[src/rtl/wb_arbiter.sv]
// wb_arbiter: writeback-stage register-file write arbiter.
// Decodes the MEM/WB instruction into a pipeline write, buffers out-of-order
// mult/div results in a DEPTH-entry FIFO retired on idle pipeline cycles, and
// tracks per-register pending mult/div results for the hazard unit.
// Optional feature macro: WB_EXCEPTION_EN (redirects faulting results to $30
// with the zero-extended exception code as data).
module wb_arbiter #(
   parameter int DEPTH = 2
) (
   input  logic        clk,
   input  logic        reset,
   input  logic [31:0] mw_IR,
   input  logic [31:0] mw_O,
   input  logic [31:0] mw_D,
   input  logic [2:0]  mw_exc,
   input  logic        md_issue,
   input  logic [4:0]  md_issue_rd,
   input  logic        md_valid,
   input  logic [4:0]  md_rd,
   input  logic [31:0] md_result,
   input  logic [2:0]  md_exc,
   output logic        md_ready,
   output logic        ctrl_writeEnable,
   output logic [4:0]  ctrl_writeReg,
   output logic [31:0] data_writeReg,
   output logic [31:0] pending
);

   localparam int AW = (DEPTH > 1) ? $clog2(DEPTH) : 1;
   localparam int CW = AW + 1;
   localparam logic [CW-1:0] DEPTH_C = CW'(DEPTH);

   localparam logic [4:0] OP_RTYPE = 5'b00000;
   localparam logic [4:0] OP_ADDI  = 5'b00101;
   localparam logic [4:0] OP_LW    = 5'b01000;
   localparam logic [4:0] OP_JAL   = 5'b00011;
   localparam logic [4:0] OP_SETX  = 5'b10101;
   localparam logic [4:0] ALU_MUL  = 5'b00110;
   localparam logic [4:0] ALU_DIV  = 5'b00111;
   localparam logic [4:0] REG_EXC  = 5'd30;

   // FIFO storage: original rd (for scoreboard clear), write destination, data
   logic [4:0]    fifo_rd_r   [DEPTH];
   logic [4:0]    fifo_dest_r [DEPTH];
   logic [31:0]   fifo_data_r [DEPTH];
   logic [AW-1:0] wr_ptr_r;
   logic [AW-1:0] rd_ptr_r;
   logic [CW-1:0] count_r;
   logic [31:0]   pending_r;

   logic [4:0]  opcode_s;
   logic [4:0]  rd_s;
   logic [4:0]  aluop_s;
   logic [4:0]  pipe_dest_s;
   logic [31:0] pipe_raw_data_s;
   logic        pipe_we_s;
   logic [4:0]  pipe_wdest_s;
   logic [31:0] pipe_wdata_s;
   logic [4:0]  md_dest_s;
   logic [31:0] md_data_s;
   logic        md_ready_s;
   logic        md_accept_s;
   logic        fifo_empty_s;
   logic        pop_s;
   logic        push_s;
   logic        direct_s;
   logic        retire_s;
   logic [4:0]  retire_rd_s;
   logic [31:0] set_mask_s;
   logic [31:0] clr_mask_s;
   logic [31:0] pending_nxt_s;

   assign opcode_s = mw_IR[31:27];
   assign rd_s     = mw_IR[26:22];
   assign aluop_s  = mw_IR[6:2];

   // Decode the MEM/WB instruction into a raw destination and result source
   always_comb begin
      pipe_dest_s     = 5'd0;
      pipe_raw_data_s = mw_O;
      case (opcode_s)
         OP_RTYPE: begin
            if ((aluop_s != ALU_MUL) && (aluop_s != ALU_DIV)) begin
               pipe_dest_s = rd_s;
            end else begin
               pipe_dest_s = 5'd0;
            end
         end
         OP_ADDI: pipe_dest_s = rd_s;
         OP_LW: begin
            pipe_dest_s     = rd_s;
            pipe_raw_data_s = mw_D;
         end
         OP_JAL:  pipe_dest_s = 5'd31;
         OP_SETX: pipe_dest_s = 5'd30;
         default: pipe_dest_s = 5'd0;
      endcase
   end

   // Writes to $0 never happen, so a zero destination doubles as "no write"
   assign pipe_we_s = (pipe_dest_s != 5'd0);

`ifdef WB_EXCEPTION_EN
   assign pipe_wdest_s = (mw_exc != 3'd0) ? REG_EXC : pipe_dest_s;
   assign pipe_wdata_s = (mw_exc != 3'd0) ? {29'd0, mw_exc} : pipe_raw_data_s;
   assign md_dest_s    = (md_exc != 3'd0) ? REG_EXC : md_rd;
   assign md_data_s    = (md_exc != 3'd0) ? {29'd0, md_exc} : md_result;
`else
   logic unused_exc_s;
   assign unused_exc_s = ^{mw_exc, md_exc};
   assign pipe_wdest_s = pipe_dest_s;
   assign pipe_wdata_s = pipe_raw_data_s;
   assign md_dest_s    = md_rd;
   assign md_data_s    = md_result;
`endif

   // Results for $0 and results arriving while full are discarded outright
   assign md_ready_s   = (count_r < DEPTH_C);
   assign md_accept_s  = md_valid && (md_rd != 5'd0) && md_ready_s;
   assign fifo_empty_s = (count_r == {CW{1'b0}});
   assign pop_s        = !pipe_we_s && !fifo_empty_s;
   assign direct_s     = md_accept_s && !pipe_we_s && fifo_empty_s;
   assign push_s       = md_accept_s && (pipe_we_s || !fifo_empty_s);
   assign retire_s     = pop_s || direct_s;
   assign retire_rd_s  = pop_s ? fifo_rd_r[rd_ptr_r] : md_rd;

   // Register-file port mux: pipeline, then FIFO head, then direct md result
   always_comb begin
      ctrl_writeEnable = 1'b0;
      ctrl_writeReg    = 5'd0;
      data_writeReg    = 32'd0;
      if (reset) begin
         ctrl_writeEnable = 1'b0;
      end else if (pipe_we_s) begin
         ctrl_writeEnable = 1'b1;
         ctrl_writeReg    = pipe_wdest_s;
         data_writeReg    = pipe_wdata_s;
      end else if (pop_s) begin
         ctrl_writeEnable = 1'b1;
         ctrl_writeReg    = fifo_dest_r[rd_ptr_r];
         data_writeReg    = fifo_data_r[rd_ptr_r];
      end else if (direct_s) begin
         ctrl_writeEnable = 1'b1;
         ctrl_writeReg    = md_dest_s;
         data_writeReg    = md_data_s;
      end else begin
         ctrl_writeEnable = 1'b0;
      end
   end

   // Scoreboard next state: issue sets, retirement clears, set wins on a tie
   always_comb begin
      set_mask_s = 32'd0;
      clr_mask_s = 32'd0;
      if (md_issue) begin
         set_mask_s[md_issue_rd] = 1'b1;
      end else begin
         set_mask_s = 32'd0;
      end
      if (retire_s) begin
         clr_mask_s[retire_rd_s] = 1'b1;
      end else begin
         clr_mask_s = 32'd0;
      end
      pending_nxt_s    = (pending_r & ~clr_mask_s) | set_mask_s;
      pending_nxt_s[0] = 1'b0;
   end

   // FIFO pointers, occupancy and scoreboard state
   always_ff @(posedge clk) begin
      if (reset) begin
         wr_ptr_r  <= {AW{1'b0}};
         rd_ptr_r  <= {AW{1'b0}};
         count_r   <= {CW{1'b0}};
         pending_r <= 32'd0;
      end else begin
         if (push_s) begin
            wr_ptr_r <= wr_ptr_r + AW'(1);
         end
         if (pop_s) begin
            rd_ptr_r <= rd_ptr_r + AW'(1);
         end
         case ({push_s, pop_s})
            2'b10:   count_r <= count_r + CW'(1);
            2'b01:   count_r <= count_r - CW'(1);
            default: count_r <= count_r;
         endcase
         pending_r <= pending_nxt_s;
      end
   end

   // FIFO payload storage (datapath only, not reset)
   always_ff @(posedge clk) begin
      if (!reset && push_s) begin
         fifo_rd_r[wr_ptr_r]   <= md_rd;
         fifo_dest_r[wr_ptr_r] <= md_dest_s;
         fifo_data_r[wr_ptr_r] <= md_data_s;
      end
   end

   assign md_ready = md_ready_s;
   assign pending  = pending_r;

endmodule

[config.mk]
export PLATFORM = sky130hd
export DESIGN_NAME = wb_arbiter
export DESIGN_NICKNAME = d
export VERILOG_FILES = /design/src/rtl/wb_arbiter.sv
export SDC_FILE = /design/constraint.sdc
export NUM_CORES = 1
export LEC_CHECK = 0
export CAP_MARGIN = 20
export CORE_MARGIN = 10
export CORE_UTILIZATION = 39
export DETAILED_ROUTE_END_ITERATION = 10
export HOLD_SLACK_MARGIN = 0.1
export PLACE_DENSITY = 0.75
export SETUP_SLACK_MARGIN = 0.15
export SYNTH_ARGS = -nofsm -noshare
export SYNTH_HDL_FRONTEND = slang
export SYNTH_SLANG_ARGS = --single-unit
export TNS_END_PERCENT = 5
[constraint.sdc]
create_clock -name clk -period 11.55 [get_ports clk]
set_input_delay 2.8875 -clock clk [delete_from_list [all_inputs] [get_ports clk]]
set_output_delay 2.8875 -clock clk [all_outputs]
set_load 0.005 [all_outputs]
==> summary.txt <==
outcome: finished, final reports clean
Setup crit start kind: input port
fraction of layout cells with a size suffix above 1: 0.106
worst-skew pair later-pin latency: 0.35 ns
Slew HR: 0.283
Largest delay share family, worst path: buffers and inverters
Max rail drop VDD: 79.9 uV
WP data required: 8.66 ns
number of CTS-inserted buffers: 9
Post-Synthesis Cell Area: 5790 um^2
Setup crit end kind: output port
Min-Delay Endpoint: pending[26]
IO Port Bufs: 193
largest stage delay on the critical path: 0.85 ns
Top cell by count, worst path: clkdlybuf4s50_1
crit-path cells: clkdlybuf4s50_1, nor2_1, nand2_1, a21boi_1, or2_2, buf_4, a221oi_1, a211oi_1, clkdlybuf4s50_1
Synth Area in XOR/XNOR: 0.00606
final count of pins violating max slew: 0
# fillers: 1224
leakage power: 0.00279 uW
complex-gate fraction of the synthesized area: 0.158
Mapped Nets: 672
Core Footprint: 14500 um^2
CP max-delay cell: or2_2
Hold Crit Depth: 2
largest net degree at the start of global routing: 45
Cell Area, Placed: 7810 um^2
Layout Nets: 841
Synth Area in Adders: 0.00216
area grow syn2layout: 41.3%
fin area: 8180 um^2
CTS root buffer: clkbuf_16
average size of a mapped cell: 11.1 um^2
CTS tree: yes
Synth Instances: 523
io pins: 219
Synth Register Bits: 110
GRT overflow: 0
Clock transition at path regs: 0.07 ns
final wirelength: 18600 um
DRC: 0
Final Hold Viols: 0
Via-to-Cell Ratio: 5.74
RD Place Congestion: 0.870
number of max-cap violations: 0
Tmin final: 9.63 ns
Reg2Reg Depth: 4
commonest non-fill, non-tap cells in the layout: clkdlybuf4s50_1, nor2_1, edfxtp_1
Slew @ Worst Pin: 1.07 ns
Num Clock Sinks: 110
DRT iter0 DRCs: 277
FF-to-FF End: fifo_data_r[0][24]
PD cells: 164 nW/um^2
cell count after placement: 863
fin crit share: 0.834
Initial Util: 0.398
Non-Filler Instances: 882
total number of vias: 5060
crit path kind: in2out
Routed wire per std cell: 21.1 um
# setup viols final: 0
CP bufs+invs: 3
vias in the first global route: 5089
total track usage: 0.178
CTS max path bufs: 2
largest family of logic cells by synthesized area: compound AO/OA/AOI/OAI gates
sequential area share after synthesis: 0.509
Post-CTS Setup Bufs: 0
Ys Warns: 0
Post-Synth Simple-Gate Area: 0.144
Final ANT Viol Nets: 0
FMAX: 104 MHz
most common cell after layout, fill and taps aside: clkdlybuf4s50_1
post-synth cell types: 43
setup skew after layout: 0.0124 ns
number of H-tree levels: 3
row cnt: 44
worst hold start: pending[26]
reg-to-reg slack, setup: 8.36 ns
Vert. Die Dim: 142 um
die area: 20100 um^2
worst reg2reg path startpoint: count_r[1]
global-route wire length before repair: 28900 um
DIE WIDTH: 142 um
detailed placement HPWL: 13400 um
initial antenna violation count: 3
hold_buf cts: 0
CTS resizes: 0
critical-path maximum fanout: 44
RSZ-0062 raised after global routing: no
drt pass-1 iters: 5
Hold Crit Class: reg2reg
setup TNS: 0 ns
crit path DAT: 6.74 ns
post-synthesis mux area share: 0.145
[report_power, final]
group	leakage [uW]	total [uW]	switching (uW)	internal [uW]
Sequential	0.000961	481	25.8	455
Clock	0.000166	328	135	193
Combinational	0.00166	534	278	256
Total	0.00279	1340	439	904
[Yosys cell counts (all sizes together)]
| cell type | instances | area (um^2) |
|---|---|---|
| and2 | 2 | 12.5 |
| buf | 18 | 104 |
| o21ai | 9 | 45.0 |
| o311ai | 1 | 8.76 |
| a32oi | 1 | 8.76 |
| xor2 | 3 | 26.3 |
| clkbuf | 25 | 95.1 |
| inv | 2 | 7.51 |
| dfxtp | 36 | 721 |
| or3b | 4 | 35.0 |
| nor4bb | 2 | 20.0 |
| or4 | 1 | 7.51 |
| xnor2 | 1 | 8.76 |
| nor2 | 76 | 285 |
| o31a | 1 | 8.76 |
| conb | 1 | 3.75 |
| a31o | 1 | 8.76 |
| a21boi | 1 | 7.51 |
| nand2 | 10 | 37.5 |
| o22a | 1 | 10.0 |
| nor3b | 2 | 15.0 |
| a31oi | 2 | 12.5 |
| ha | 1 | 12.5 |
| nand3 | 8 | 40.0 |
| or3 | 7 | 43.8 |
| a221oi | 35 | 307 |
| nand3b | 13 | 97.6 |
| a21oi | 2 | 10.0 |
| a211oi | 64 | 480 |
| edfxtp | 74 | 2220 |
| o21a | 1 | 7.51 |
| mux2i | 43 | 430 |
| nor2b | 2 | 12.5 |
| nor3 | 18 | 90.1 |
| or2 | 3 | 18.8 |
| mux2 | 36 | 409 |
| nor4 | 16 | 115 |
[cell type report]
type	count	area [um^2]	area share
sequential	110	2940	0.360
antenna	1	2.50	0.000306
timing repair buffer	201	2010	0.246
multi-input combinational	368	2650	0.324
tap	184	230	0.0282
clock inverter	4	48.8	0.00597
inverter	2	7.51	0.000918
clock buffer	12	278	0.0340
[logic make-up (layout without fill, tap and decap cells)]
kind of cell / after synthesis / after routing
flops: 110 / 110
compound gates: 119 / 119
simple gates: 164 / 164
fa+ha+maj: 1 / 1
xor+xnor: 4 / 4
other cells: 1 / 2
mux: 79 / 79
buf+inv: 45 / 219
[worst max-delay path by stage]
stage                         start                end  cells past startpoint
after detailed placement  mw_IR[30]   data_writeReg[2]                      9
final                     mw_IR[29]   data_writeReg[2]                      9
after CTS                 mw_IR[30]   data_writeReg[2]                      9
after floorplan           mw_IR[23]   data_writeReg[0]                      7
after global placement     mw_IR[6]  data_writeReg[12]                      9
after global routing      mw_IR[29]   data_writeReg[2]                      9
[through the flow]
step	util	hold WS, ns	power (uW)	setup slack (ns)
2_1_floorplan	-	0.472	811	4.02
3_3_place_gp	0.537	0.482	1010	1.91
3_5_place_dp	0.537	0.495	1020	1.93
4_1_cts	0.560	0.507	1350	1.93
5_1_grt	0.562	0.526	1420	1.61
6_report	0.563	0.504	1340	1.92
[routing by layer]
metal | share of wire | vias to the layer above | GRT usage | wire (um)
met5 | 0.0017 | - | 0 | 31
met4 | 0.013 | 4 | 0.0473 | 233
met3 | 0.11 | 25 | 0.0631 | 1970
met2 | 0.47 | 227 | 0.281 | 8720
met1 | 0.41 | 2409 | 0.226 | 7660
li1 | - | 2395 | - | -
[state kept, by name, summed over array words and instances, names as in the netlist, named ones only]
register	cells
fifo_rd_r	10
rd_ptr_r	1
count_r	2
fifo_data_r	64
pending	31
wr_ptr_r	1
[worst register-to-register path: stages, from the launching register on]
cell	delay, ns
dfxtp_1	0.41
or2_2	0.71
o311ai_1	0.34
nor3_2	0.89
buf_4	0.48
Note: power is estimated with default switching activity, not from simulation.
